[config.mk]
export PLATFORM = sky130hd
export DESIGN_NAME = spell_mem_arbiter
export DESIGN_NICKNAME = d
export VERILOG_FILES = /design/src/rtl/spell_mem_arbiter.sv
export SDC_FILE = /design/constraint.sdc
export NUM_CORES = 1
export LEC_CHECK = 0
export BUFFER_PORTS_ARGS = -buffer_cell sky130_fd_sc_hd__buf_2
export CORE_MARGIN = 1.5
export CORE_UTILIZATION = 45
export CTS_CLUSTER_DIAMETER = 100
export DETAILED_ROUTE_END_ITERATION = 8
export PLACE_DENSITY = 0.84
export RECOVER_POWER = 25
export SYNTH_ARGS = -nofsm -noshare
export SYNTH_HDL_FRONTEND = slang
export SYNTH_SLANG_ARGS = --single-unit
[constraint.sdc]
create_clock -name clk -period 1.8 [get_ports clk]
set_input_delay 0.27 -clock clk [delete_from_list [all_inputs] [get_ports clk]]
set_output_delay 0.27 -clock clk [all_outputs]
set_load 0.005 [all_outputs]
[src/rtl/spell_mem_arbiter.sv]
// rtl/spell_mem_arbiter.sv - two-port arbiter in front of the SPELL internal memory
//
// Purpose: grants port A (CPU core) or port B (debug/host loader) access to the
// SPELL memory, drives and holds the memory request until data_ready, returns
// read data with a one-cycle ack, then waits for data_ready to drop before
// accepting the next request.
//
// Configuration macro: SPELL_ARB_ROUND_ROBIN_EN
//   defined   - round-robin between A and B when both request
//   undefined - fixed priority, B beats A
//
// Ports:
//   clk, rst_n                 clock, asynchronous active-low reset
//   a_req/a_addr/a_type_data/a_write/a_wdata   port A request
//   a_ack, a_rdata             port A completion pulse and read data
//   b_*                        same as port A, for port B
//   mem_select/mem_addr/mem_type_data/mem_write/mem_wdata  to memory
//   mem_rdata, mem_ready       from memory
//   busy                       high whenever the FSM is not in IDLE
module spell_mem_arbiter (
  input  logic       clk,
  input  logic       rst_n,
  input  logic       a_req,
  input  logic [7:0] a_addr,
  input  logic       a_type_data,
  input  logic       a_write,
  input  logic [7:0] a_wdata,
  output logic       a_ack,
  output logic [7:0] a_rdata,
  input  logic       b_req,
  input  logic [7:0] b_addr,
  input  logic       b_type_data,
  input  logic       b_write,
  input  logic [7:0] b_wdata,
  output logic       b_ack,
  output logic [7:0] b_rdata,
  output logic       mem_select,
  output logic [7:0] mem_addr,
  output logic       mem_type_data,
  output logic       mem_write,
  output logic [7:0] mem_wdata,
  input  logic [7:0] mem_rdata,
  input  logic       mem_ready,
  output logic       busy
);

  typedef enum logic [1:0] {IDLE, ACCESS, RELEASE} state_e;

  state_e     state_q, state_d;
  logic       grant_b_q, grant_b_d;
  logic       mem_select_q, mem_select_d;
  logic [7:0] mem_addr_q, mem_addr_d;
  logic       mem_type_q, mem_type_d;
  logic       mem_write_q, mem_write_d;
  logic [7:0] mem_wdata_q, mem_wdata_d;
  logic       a_ack_q, a_ack_d;
  logic       b_ack_q, b_ack_d;
  logic [7:0] a_rdata_q, a_rdata_d;
  logic [7:0] b_rdata_q, b_rdata_d;
  logic       busy_q, busy_d;
  logic       pick_b;

`ifdef SPELL_ARB_ROUND_ROBIN_EN
  // 1 = B was granted last; reset value means "A granted last" so B wins first tie.
  logic last_b_q, last_b_d;

  assign pick_b = b_req && (!a_req || !last_b_q);

  always_ff @(posedge clk or negedge rst_n) begin
    if (!rst_n) last_b_q <= 1'b0;
    else        last_b_q <= last_b_d;
  end

  always_comb begin
    last_b_d = last_b_q;
    if (state_q == IDLE && (a_req || b_req)) last_b_d = pick_b;
  end
`else
  assign pick_b = b_req;
`endif

  always_comb begin
    state_d      = state_q;
    grant_b_d    = grant_b_q;
    mem_select_d = mem_select_q;
    mem_addr_d   = mem_addr_q;
    mem_type_d   = mem_type_q;
    mem_write_d  = mem_write_q;
    mem_wdata_d  = mem_wdata_q;
    a_ack_d      = 1'b0;
    b_ack_d      = 1'b0;
    a_rdata_d    = a_rdata_q;
    b_rdata_d    = b_rdata_q;
    case (state_q)
      IDLE: begin
        if (a_req || b_req) begin
          grant_b_d    = pick_b;
          mem_addr_d   = pick_b ? b_addr      : a_addr;
          mem_type_d   = pick_b ? b_type_data : a_type_data;
          mem_write_d  = pick_b ? b_write     : a_write;
          mem_wdata_d  = pick_b ? b_wdata     : a_wdata;
          mem_select_d = 1'b1;
          state_d      = ACCESS;
        end
      end
      ACCESS: begin
        if (mem_ready) begin
          // Read data is captured for writes too; requesters ignore it then.
          if (grant_b_q) begin
            b_rdata_d = mem_rdata;
            b_ack_d   = 1'b1;
          end else begin
            a_rdata_d = mem_rdata;
            a_ack_d   = 1'b1;
          end
          mem_select_d = 1'b0;
          mem_write_d  = 1'b0;
          state_d      = RELEASE;
        end
      end
      RELEASE: begin
        // Memory must see select low and drop data_ready before the next grant.
        if (!mem_ready) state_d = IDLE;
      end
      default: state_d = IDLE;
    endcase
    busy_d = (state_d != IDLE);
  end

  always_ff @(posedge clk or negedge rst_n) begin
    if (!rst_n) begin
      state_q      <= IDLE;
      grant_b_q    <= 1'b0;
      mem_select_q <= 1'b0;
      mem_addr_q   <= 8'h00;
      mem_type_q   <= 1'b0;
      mem_write_q  <= 1'b0;
      mem_wdata_q  <= 8'h00;
      a_ack_q      <= 1'b0;
      b_ack_q      <= 1'b0;
      a_rdata_q    <= 8'h00;
      b_rdata_q    <= 8'h00;
      busy_q       <= 1'b0;
    end else begin
      state_q      <= state_d;
      grant_b_q    <= grant_b_d;
      mem_select_q <= mem_select_d;
      mem_addr_q   <= mem_addr_d;
      mem_type_q   <= mem_type_d;
      mem_write_q  <= mem_write_d;
      mem_wdata_q  <= mem_wdata_d;
      a_ack_q      <= a_ack_d;
      b_ack_q      <= b_ack_d;
      a_rdata_q    <= a_rdata_d;
      b_rdata_q    <= b_rdata_d;
      busy_q       <= busy_d;
    end
  end

  assign a_ack         = a_ack_q;
  assign b_ack         = b_ack_q;
  assign a_rdata       = a_rdata_q;
  assign b_rdata       = b_rdata_q;
  assign mem_select    = mem_select_q;
  assign mem_addr      = mem_addr_q;
  assign mem_type_data = mem_type_q;
  assign mem_write     = mem_write_q;
  assign mem_wdata     = mem_wdata_q;
  assign busy          = busy_q;

endmodule

# Word-level counts from Yosys, hierarchy flattened

Cells that the tools add are included.
Widths: inputs -> output; s select.

Bits in registers: 41
Bits in latches: 0
RAM bits: 0
ROM bits: 0
Input port bits: 49
Output and inout bits: 38
Word-level logic and storage cells: 44
Memories: 0

Add/sub/neg operators: 0
Multipliers: 0
Div/mod/pow operators: 0
Magnitude comparators: 0
Equal/unequal tests: 4
Shifts and indexed selects: 0
Multiplexer cells: 19
Bitwise operators: 1
Reductions and logical operators: 8

Operators by type and width:

| operator           | count |
|---|---|
| $mux 8             | 2 |
| $mux 1             | 11 |
| $reduce_and 3->1   | 3 |
| $mux 2             | 3 |
| $pmux 2 s3         | 1 |
| $ne 2x2->1 const B | 2 |
| $pmux 1 s2         | 2 |
| $reduce_bool 2->1  | 2 |
| $eq 2x1->1 const B | 1 |
| $eq 2x2->1 const B | 1 |
| $logic_not 2->1    | 1 |
| $reduce_and 2->1   | 1 |
| $logic_or 1x1->1   | 1 |
| $not 1->1          | 1 |

# Depth between registers and ports, before layout

Gate-level depths: netlist of run 1.

Word-level depth: 4
Depth in mapped cells: 5
Mapped depth without buffers: 3

# Worst setup path after synthesis of run 1

No wires, ideal clock.

Kind: reg-to-reg
Start: register state_q[1]
End: register mem_addr_q[0], in the netlist mem_addr[0]
Arrival time: 1.242 ns
Data required time: 1.675 ns
Slack: 0.433 ns
Stages on the path, launching flop included: 6
Path buffers: 2
Cell sequence: dfrtp_1 nor2_2 o21a_1 buf_6 buf_12 mux2_4

Longest elaborated chain between the ends: 2

RTL lines:

| item                              | RTL line | source |
|---|---|---|
| start: declaration                | 49       | `state_e state_q, state_d;` |
| start signal: assignment          | 145      | `state_q <= state_d;` |
| $logic_not 2->1                   | 94       | `case (state_q)` |
| $reduce_and 2->1 (no source line) | --       |  |
| end signal: assignment            | 148      | `mem_addr_q <= mem_addr_d;` |
| end: declaration                  | 52       | `logic [7:0] mem_addr_q, mem_addr_d;` |

No other way between the ends.
A chain may end at the register's enable or synchronous reset.

# Worst setup path after layout of run 1

Start: register state_q[1]
End: register mem_addr_q[6], in the netlist mem_addr[6]

The elaborated chain is that of the path after synthesis.

==> metrics.txt, run 1 <==
layout cells sized above 1 between 70% and 80%; Synth Register Bits ~40; initial antenna violation count 0; final hold vios 0; starting density of the core 48.1%; GR peak layer met2; Mapped Cells 115; RSZ-0062 raised after global routing false; CTS Buf Count 5; met1 Resource Use GR a little over a fifth; GR Util met3 under 10%; RePlAce Congestion around 0.81; max-slew violations 0; clk buf depth 2; Post-CTS Setup Bufs 0; reg2reg setup slack 0.35 ns; placed cell count around 250; total core area approximately 3700 um^2; GR Overflow Total 0; chip height approximately 66 um; Net Count, Synth 164; count of hold-fix buffers inserted at cts 0; Min-Delay Path Class primary input to asynchronous set/reset pin; clk root buf clkbuf_8; non-filler cells, final 256; Port-buffer cells 86; Slew headroom 36.4%; R2R depth 4; total wire length about 3400 um; Setup CP Type flop to flop; DP HPWL 2510 um; RR Startpoint state_q[1]; Sum Neg Setup Slack 0 ns; final period utilization ~80%; Initial DRT Pass Iterations 3; I/O pins 87; Power Total 3730 uW; die width 66.2 um; crit path DAT 1.61 ns; outcome completed; FP Rows 22; Distinct cells, synth 20; Yosys Warn Count 0; drc violations 0; ys async rst share 100%; area of the mapped netlist roughly 1800 um^2; largest net degree at the start of global routing 42; power per cell area ~1600 nW/um^2; VDD IR max approximately 0.87 mV; Crit. End Element flop; CP Launch Type flop; Synth area leaders dfrtp_1, mux2_2, mux2_4; Tmin final around 1.4 ns; RR Endpoint mem_addr[6]; NumNets Final 256; Total Routing Usage GR between 15 and 20%; Avg Vias per Cell between 4 and 5; CTS resizes 0; hold_ws 0.210 ns; Lkg Pwr roughly 0.0012 uW; post-DR wirelength/cell roughly 13 um; Worst-Skew Late Latency around 0.28 ns; Post-synth EDFFs 0; Mapped Avg Cell Area roughly 16 um^2; CTS clk-pin slew, worst paths roughly 0.070 ns; Top FF cell, synth dfrtp_1; Area Growth Syn to Fin 33.1%; measured slew at the worst slew-check pin 0.954 ns; Fmax 691 MHz; Clock Skew between 0.004 and 0.005 ns; CTS tree yes; initial DRC count 63; Critical path origin state_q[1]; GR Util met2 about 28%; CP Max Fanout 18; # setup viols final 0; Required @ worst endpoint roughly 2.0 ns; global-route wire length before repair 5660 um; H-tree levels 2; cell taking the most area after synthesis dfrtp_1; Yosys top cell area share around 57%; crit path to mem_addr[6]; register area share after synthesis 57.0%; total number of vias 1231; vias in the first global route around 1200; number of max-cap violations 0; post-route ant nets 0; die area approximately 4400 um^2; count of clock tree sinks between 40 and 50; antenna cells 0
-- how the worst min path moves through the flow --
stage / end / slack (ns) / from / depth (start not counted)
detailed placement: mem_wdata[6] / 0.36 / rst_n / 2
floorplan: a_ack / -0.03 / rst_n / 0
global placement: mem_wdata[6] / 0.35 / rst_n / 2
CTS: a_rdata[2] / 0.04 / rst_n / 2
finish: mem_addr[0] / 0.21 / rst_n / 2
global route: a_rdata[5] / 0.22 / mem_rdata[5] / 2
-- sequential cells by signal, indices dropped and copies added, names as in the netlist --
register       count
busy               1
mem_type_data      1
a_rdata            8
mem_wdata          8
mem_write          1
mem_addr           8
b_ack              1
a_ack              1
mem_select         1
b_rdata            8
grant_b_q          1
state_q            2
-- placed cells by master (no fill, tap or decap) --
| cell type | count |
|---|---|
| a21oi_1 | 1 |
| a22o_1 | 1 |
| buf_12 | 2 |
| buf_2 | 86 |
| clkbuf_2 | 1 |
| clkbuf_8 | 7 |
| clkinv_2 | 1 |
| dfrtp_1 | 41 |
| inv_1 | 2 |
| mux2_2 | 41 |
| mux2_4 | 9 |
| mux2i_1 | 2 |
| nand2_1 | 4 |
| nand2b_1 | 1 |
| nand3b_1 | 1 |
| nand4b_2 | 1 |
| nor2_2 | 1 |
| nor2_4 | 1 |
| o211ai_1 | 1 |
| o21a_1 | 1 |
| o21ai_0 | 2 |
| or2b_1 | 1 |
-- synth_stat cells, types with 2 or more instances --
| library cell | count |
|---|---|
| dfrtp_1 | 41 |
| mux2_4 | 9 |
| buf_2 | 2 |
| inv_1 | 2 |
| mux2i_1 | 2 |
| o21ai_0 | 2 |
| mux2_2 | 41 |
| nand2_1 | 4 |
-- kinds of logic (layout without fill, tap and decap cells) --
| logic type | after synthesis | count (layout) | share of synthesized area [%] |
|---|---|---|---|
| AOI/OAI and AO/OA | 6 | 6 | 2.16 |
| DFF | 41 | 41 | 57.0 |
| and+or+nand+nor | 10 | 10 | 3.82 |
| buffers and inverters | 6 | 99 | 2.71 |
| muxes | 52 | 52 | 34.3 |
-- where the power goes --
part	internal, uW	switching [uW]	total (uW)
Clock	346	288	634
Sequential	1380	239	1620
Combinational	920	562	1480
Total	2640	1090	3730
-- critical path, cell delays in order, from the launching register on --
cell and delay [ns]:
dfrtp_1 0.42, nor2_2 0.18, o21a_1 0.20, buf_12 0.18
mux2_2 0.35
-- per-layer routing --
metal	up-vias	share of wire (%)	wire (um)
met4	0	1.6	55
met3	5	9.1	305
met1	575	42	1420
met2	60	47	1580
li1	591	-	-
met5	-	0	0
-- metrics by stage --
stage	area (um^2)	setup WS (ns)	util, %
after CTS	2400	0.346	64.0
after detailed placement	2300	0.358	61.3
final	2390	0.353	64.0
after global routing	2390	0.276	64.0
after global placement	2300	0.417	61.3
after floorplan	1800	0.433	-
-- final cells by class --
type	instances	area (um^2)
inverters	2	7.51
multi-input cells	68	724
fillers	304	1350
clock inverters	1	5.00
flip-flops and latches	41	1030
well taps	48	60.1
repair buffers	89	475
clock buffers	7	96.3
No activity file was read; power rests on OpenSTA's default activity.
==> run 2, diff against run 1 <==
--- a/config.mk
+++ b/config.mk
@@ -5,12 +5,13 @@
 export SDC_FILE = /design/constraint.sdc
 export NUM_CORES = 1
 export LEC_CHECK = 0
+export ABC_AREA = 1
 export BUFFER_PORTS_ARGS = -buffer_cell sky130_fd_sc_hd__buf_2
 export CORE_MARGIN = 1.5
-export CORE_UTILIZATION = 45
+export CORE_UTILIZATION = 46
 export CTS_CLUSTER_DIAMETER = 100
 export DETAILED_ROUTE_END_ITERATION = 8
-export PLACE_DENSITY = 0.84
+export PLACE_DENSITY = 0.86
 export RECOVER_POWER = 25
 export SYNTH_ARGS = -nofsm -noshare
 export SYNTH_HDL_FRONTEND = slang
==> constraint.sdc (replaced) <==
create_clock -name clk -period 1.44 [get_ports clk]
set_input_delay 0.216 -clock clk [delete_from_list [all_inputs] [get_ports clk]]
set_output_delay 0.216 -clock clk [all_outputs]
set_load 0.005 [all_outputs]
==> metrics.txt, run 2 <==
max incr delay on CP 0.44 ns (+0.02 ns); H-tree levels 2 (unchanged); Mapped Avg Cell Area 7.87 um^2 (-50%); Fmax 784 MHz (+13%); Min-Delay Path Class primary input to flop; largest net degree at the start of global routing 26 (-38%); # setup viols final 0 (unchanged); Yosys top cell area share 56.4% (-0.59 points); met2 wire len 2190 um (+39%); Top FF cell, synth dfrtp_1; drc violations 0 (unchanged); die area 4340 um^2 (-1.1%); FP Rows 22 (unchanged); total number of vias 1736 (+41%); non-filler cells, final 370 (+45%); GR Overflow Total 0 (unchanged); Port-buffer cells 86 (unchanged); DRT met1 WL 1720 um (+21%); Total Routing Usage GR 21.8% (+4.5 points); Distinct cells, synth 17 (-15%); final core occ 64.8% (+0.84 points); synth cell count leaders nand2_1, dfrtp_1, buf_2; global-route wire length before repair 7160 um (+27%); Initial DRT Pass Iterations 6 (+3); placed cell count 361 (+46%); leading cell types in the layout, fill and taps excluded nand2_1, buf_2, dfrtp_1; hold_ws 0.132 ns (-0.0782 ns); DP HPWL 3150 um (+25%); max-slew violations 0 (unchanged); layout cells sized above 1 33.2% (-39 points); Bufs and invs on worst path 1 (unchanged); vias in the first global route 1733 (+40%); top-count cell post-synth nand2_1; post-route ant nets 0 (unchanged); RSZ-0062 raised after global routing false; clk buf depth 2 (unchanged); CTS tree yes; count of clock tree sinks 41 (unchanged); Yosys Warn Count 0 (unchanged); I/O pins 87 (unchanged); power per cell area 1900 nW/um^2 (+22%); ys async rst share 100% (unchanged); Setup CP Type flop to flop; initial antenna violation count 0 (unchanged); Synth Register Bits 41 (unchanged); Synth area leaders dfrtp_1, nand2_1, nor2_4; die width 65.9 um (-0.55%); NumNets Final 370 (+45%); Worst-Skew Late Latency 0.29 ns (about the same); register area share after synthesis 56.4% (-0.59 points); CP Launch Type flop; total wire length 4270 um (+27%); Avg Vias per Cell 4.69 (-2.4%); antenna cells 0 (unchanged); Power Total 4570 uW (+22%); number of max-cap violations 0 (unchanged); crit path DAT 1.51 ns (-0.10 ns); crit-path most repeated cell nand2_1; Mapped Cells 231 (+100%); RePlAce Congestion 0.818 (+1.4%); cell taking the most area after synthesis dfrtp_1; measured slew at the worst slew-check pin 0.517 ns (-0.437 ns); clk root buf clkbuf_8; initial DRC count 107 (+70%); CP delay by family, top simple AND/OR/NAND/NOR gates; Tmin final 1.28 ns (-0.171 ns); total core area 3720 um^2 (-0.74%); Clock Skew 0.00314 ns (-0.00118 ns); routed wl met3 233 um (-24%); Sum Neg Setup Slack 0 ns (unchanged); Post-synth EDFFs 0 (unchanged); CTS Buf Count 5 (unchanged); Max Used Layer met4; Required @ worst endpoint 1.68 ns (-0.29 ns); starting density of the core 48.9% (+0.86 points); Area Growth Syn to Fin 32.5%; chip height 65.9 um (-0.55%); outcome completed; crit-path cells nor2_1 -> nand2_4 -> inv_4 -> nand2_1 -> nand2_1; VDD IR max 0.813 mV (-6.0%); final period utilization 88.6% (+8.2 points); final hold vios 0 (unchanged); Crit. End Element flop; Post-CTS Setup Bufs 0 (unchanged); area of the mapped netlist 1820 um^2 (+1.0%); Slew headroom 65.5% (+29 points); CP Max Fanout 25 (+7); post-DR wirelength/cell 11.5 um (-12%); slowest CP cell dfrtp_1; Net Count, Synth 280 (+71%); commonest non-fill, non-tap cell in the layout nand2_1; CTS clk-pin slew, worst paths 0.08 ns (about the same); Lkg Pwr 0.00148 uW (+23%)
==> run 2: layout make-up <==
class,count,area (um^2)
Tap cell,48,60.1
Sequential cell,41,1030
Inverter,7,28.8
Multi-Input combinational cell,176,717
Clock inverter,2,37.5
Timing Repair Buffer,90,457
Fill cell,332,1310
Clock buffer,6,82.6
==> run 2: kinds of logic after synthesis <==
family,Yosys count,synth area share (%)
simple gates,175,39.2
compound gates,1,0.275
buf+inv,14,4.13
flops,41,56.4
==> run 2: path summary, 6_finish.rpt <==
kind,to,from,slack (ns),depth (start not counted)
max in group asynchronous,mem_addr[4],rst_n,0.30,3
min,b_rdata[0],mem_rdata[0],0.13,3
max,mem_wdata[0],state_q[0],0.16,5
max reg2reg,mem_wdata[0],state_q[0],0.16,5
min reg2reg,a_rdata[1],a_rdata[1],0.47,2
min in group asynchronous,mem_wdata[0],rst_n,0.36,2
==> run 2: routing by layer <==
metal	GRT usage [%]	vias up
met2	37.5	64
li1	-	874
met5	0	-
met4	11.5	0
met3	5.11	16
met1	25.1	782
==> run 2: what timing repair did <==
item / CTS / global route
endpoints found under the hold margin: 15 / 0
setup endpoints to repair: 0 / 0
gates resized for setup: 0 / 0
hold buffers: 1 / 0
==> run 2: through the flow <==
stage	area [um^2]	setup WS [ns]
global placement	2280	0.225
finish	2410	0.164
detailed placement	2280	0.204
CTS	2410	0.156
floorplan	1820	0.372
global route	2410	0.0727
==> run 2: power breakdown <==
group / internal [uW] / total [uW] / switching (uW)
clock: 563 / 957 / 394
sequential: 1670 / 1970 / 299
combinational: 693 / 1650 / 954
==> run 2: worst min-delay path, cell delays in order <==
cell,delay [ns]
buf_2,0.09
nand2_1,0.04
nand2_1,0.05
==> run 3, diff against run 2 <==
==> constraint.sdc (replaced) <==
create_clock -name clk -period 1.3 [get_ports clk]
set_input_delay 0.195 -clock clk [delete_from_list [all_inputs] [get_ports clk]]
set_output_delay 0.195 -clock clk [all_outputs]
set_load 0.005 [all_outputs]
==> metrics.txt, run 3 (synthesis gave the netlist of run 2 again) <==
outcome completed; starting density of the core 48.9% (unchanged); # setup viols final 0 (unchanged); Setup CP Type flop to flop; layout cells sized above 1 33.4% (+0.21 points); Worst-Skew Late Latency 0.28 ns (about the same); Tmin final 1.14 ns (-0.133 ns); vias in the first global route 1690 (-2.5%); commonest non-fill, non-tap cell in the layout nand2_1; crit path DAT 1.37 ns (-0.14 ns); CP delay by family, top simple AND/OR/NAND/NOR gates; final period utilization 87.9% (-0.65 points); total wire length 4150 um (-2.7%); die area 4340 um^2 (unchanged); CTS tree yes; Area Growth Syn to Fin 31.9%; final hold vios 0 (unchanged); Lkg Pwr 0.00148 uW (-0.27%); max-slew violations 0 (unchanged); NumNets Final 372 (+0.54%); total core area 3720 um^2 (unchanged); CTS clk-pin slew, worst paths 0.07 ns (about the same); DP HPWL 3090 um (-1.9%); Crit. End Element flop; RSZ-0062 raised after global routing false; max incr delay on CP 0.42 ns (-0.02 ns); slowest CP cell dfrtp_1; Clock Skew 0.00340 ns (+0.000261 ns); Avg Vias per Cell 4.62 (-1.5%); Sum Neg Setup Slack 0 ns (unchanged); CP Max Fanout 17 (-32%); Bufs and invs on worst path 1 (unchanged); FP Rows 22 (unchanged); Port-buffer cells 86 (unchanged); Total Routing Usage GR 21.4% (-0.40 points); number of max-cap violations 0 (unchanged); clk root buf clkbuf_8; placed cell count 362 (+0.28%); measured slew at the worst slew-check pin 0.484 ns (-0.0337 ns); drc violations 0 (unchanged); clk buf depth 2 (unchanged); crit-path most repeated cell nand2_1; Initial DRT Pass Iterations 4 (-2); Fmax 875 MHz (+12%); Filler Cells Inserted 345 (+3.9%); I/O pins 87 (unchanged); global-route wire length before repair 7070 um (-1.3%); GR Overflow Total 0 (unchanged); non-filler cells, final 371 (+0.27%); RePlAce Congestion 0.783 (-4.3%); power per cell area 2030 nW/um^2 (+7.1%); CTS Buf Count 5 (unchanged); antenna cells 0 (unchanged); count of clock tree sinks 41 (unchanged); Min-Delay Path Class primary input to flop; die width 65.9 um (unchanged); H-tree levels 2 (unchanged); CP Launch Type flop; initial DRC count 102 (-4.7%); Required @ worst endpoint 1.53 ns (-0.15 ns); VDD IR max 0.815 mV (+0.16%); largest net degree at the start of global routing 38 (+46%); post-route ant nets 0 (unchanged); initial antenna violation count 0 (unchanged); chip height 65.9 um (unchanged); total number of vias 1715 (-1.2%); crit-path cells nor2_2 -> nand2_4 -> inv_6 -> nand2_1 -> nand2_1; Slew headroom 67.8% (+2.2 points); post-DR wirelength/cell 11.2 um (-3.0%); leading cell types in the layout, fill and taps excluded nand2_1, buf_2, dfrtp_1
-- run 3: metrics by stage --
step	hold slack [ns]	area, um^2	util [%]	worst slack, ns	total power (uW)
global route	0.120	2400	64.5	0.0378	5320
floorplan	-0.101	1820	-	0.232	3240
detailed placement	0.0220	2300	62.0	0.0712	4080
finish	0.126	2400	64.5	0.157	4880
CTS	0.122	2400	64.6	0.0548	4900
global placement	0.0205	2300	62.0	0.151	3980
-- run 3: worst register-to-register path: cells and delay by family (launching register included) --
kind                   cells  cell delay [ns]
and+or+nand+nor            4             0.52
buffers and inverters      1             0.16
DFF                        1             0.42
-- run 3: worst paths after layout --
kind / to / startpoint / cells after the start / slack [ns]
worst max-delay path: mem_wdata[4] / state_q[1] / 5 / 0.16
worst min-delay path: b_rdata[0] / mem_rdata[0] / 3 / 0.13
worst max register to register: mem_wdata[4] / state_q[1] / 5 / 0.16
worst min register to register: b_rdata[2] / b_rdata[2] / 2 / 0.47
max in group asynchronous: mem_wdata[2] / rst_n / 3 / 0.26
min in group asynchronous: mem_wdata[0] / rst_n / 2 / 0.27
-- run 3: what timing repair did --
| action | 4_1_cts | 5_1_grt |
|---|---|---|
| gates resized for setup | 0 | 2 |
| endpoints found under the setup margin | 0 | 17 |
| setup buffers | 0 | 0 |
| hold endpoints to repair | 41 | 0 |
| hold buffers | 1 | 0 |
-- run 3: per-layer routing --
layer / track usage, % / vias up / share of wire, %
met4: 9.90 / 0 / 2.0
li1: - / 874 / -
met5: 0 / - / 0
met1: 25.4 / 785 / 41
met3: 3.75 / 9 / 4.2
met2: 37.5 / 47 / 53
-- run 3: cell type report --
cell class                      instances  area [um^2]  share of cell area [%]
Clock buffer                            7         86.3                    3.60
Inverter                                7         31.3                    1.30
Multi-Input combinational cell        177          726                    30.3
Sequential cell                        41         1030                    42.8
Tap cell                               48         60.1                    2.50
Timing Repair Buffer                   91          469                    19.6
-- run 3: power by group --
part           internal [uW]  leakage (uW)  switching [uW]
Combinational            798      0.000922            1090
Clock                    421     0.0000443             395
Sequential              1850      0.000513             319
Total                   3070       0.00148            1810
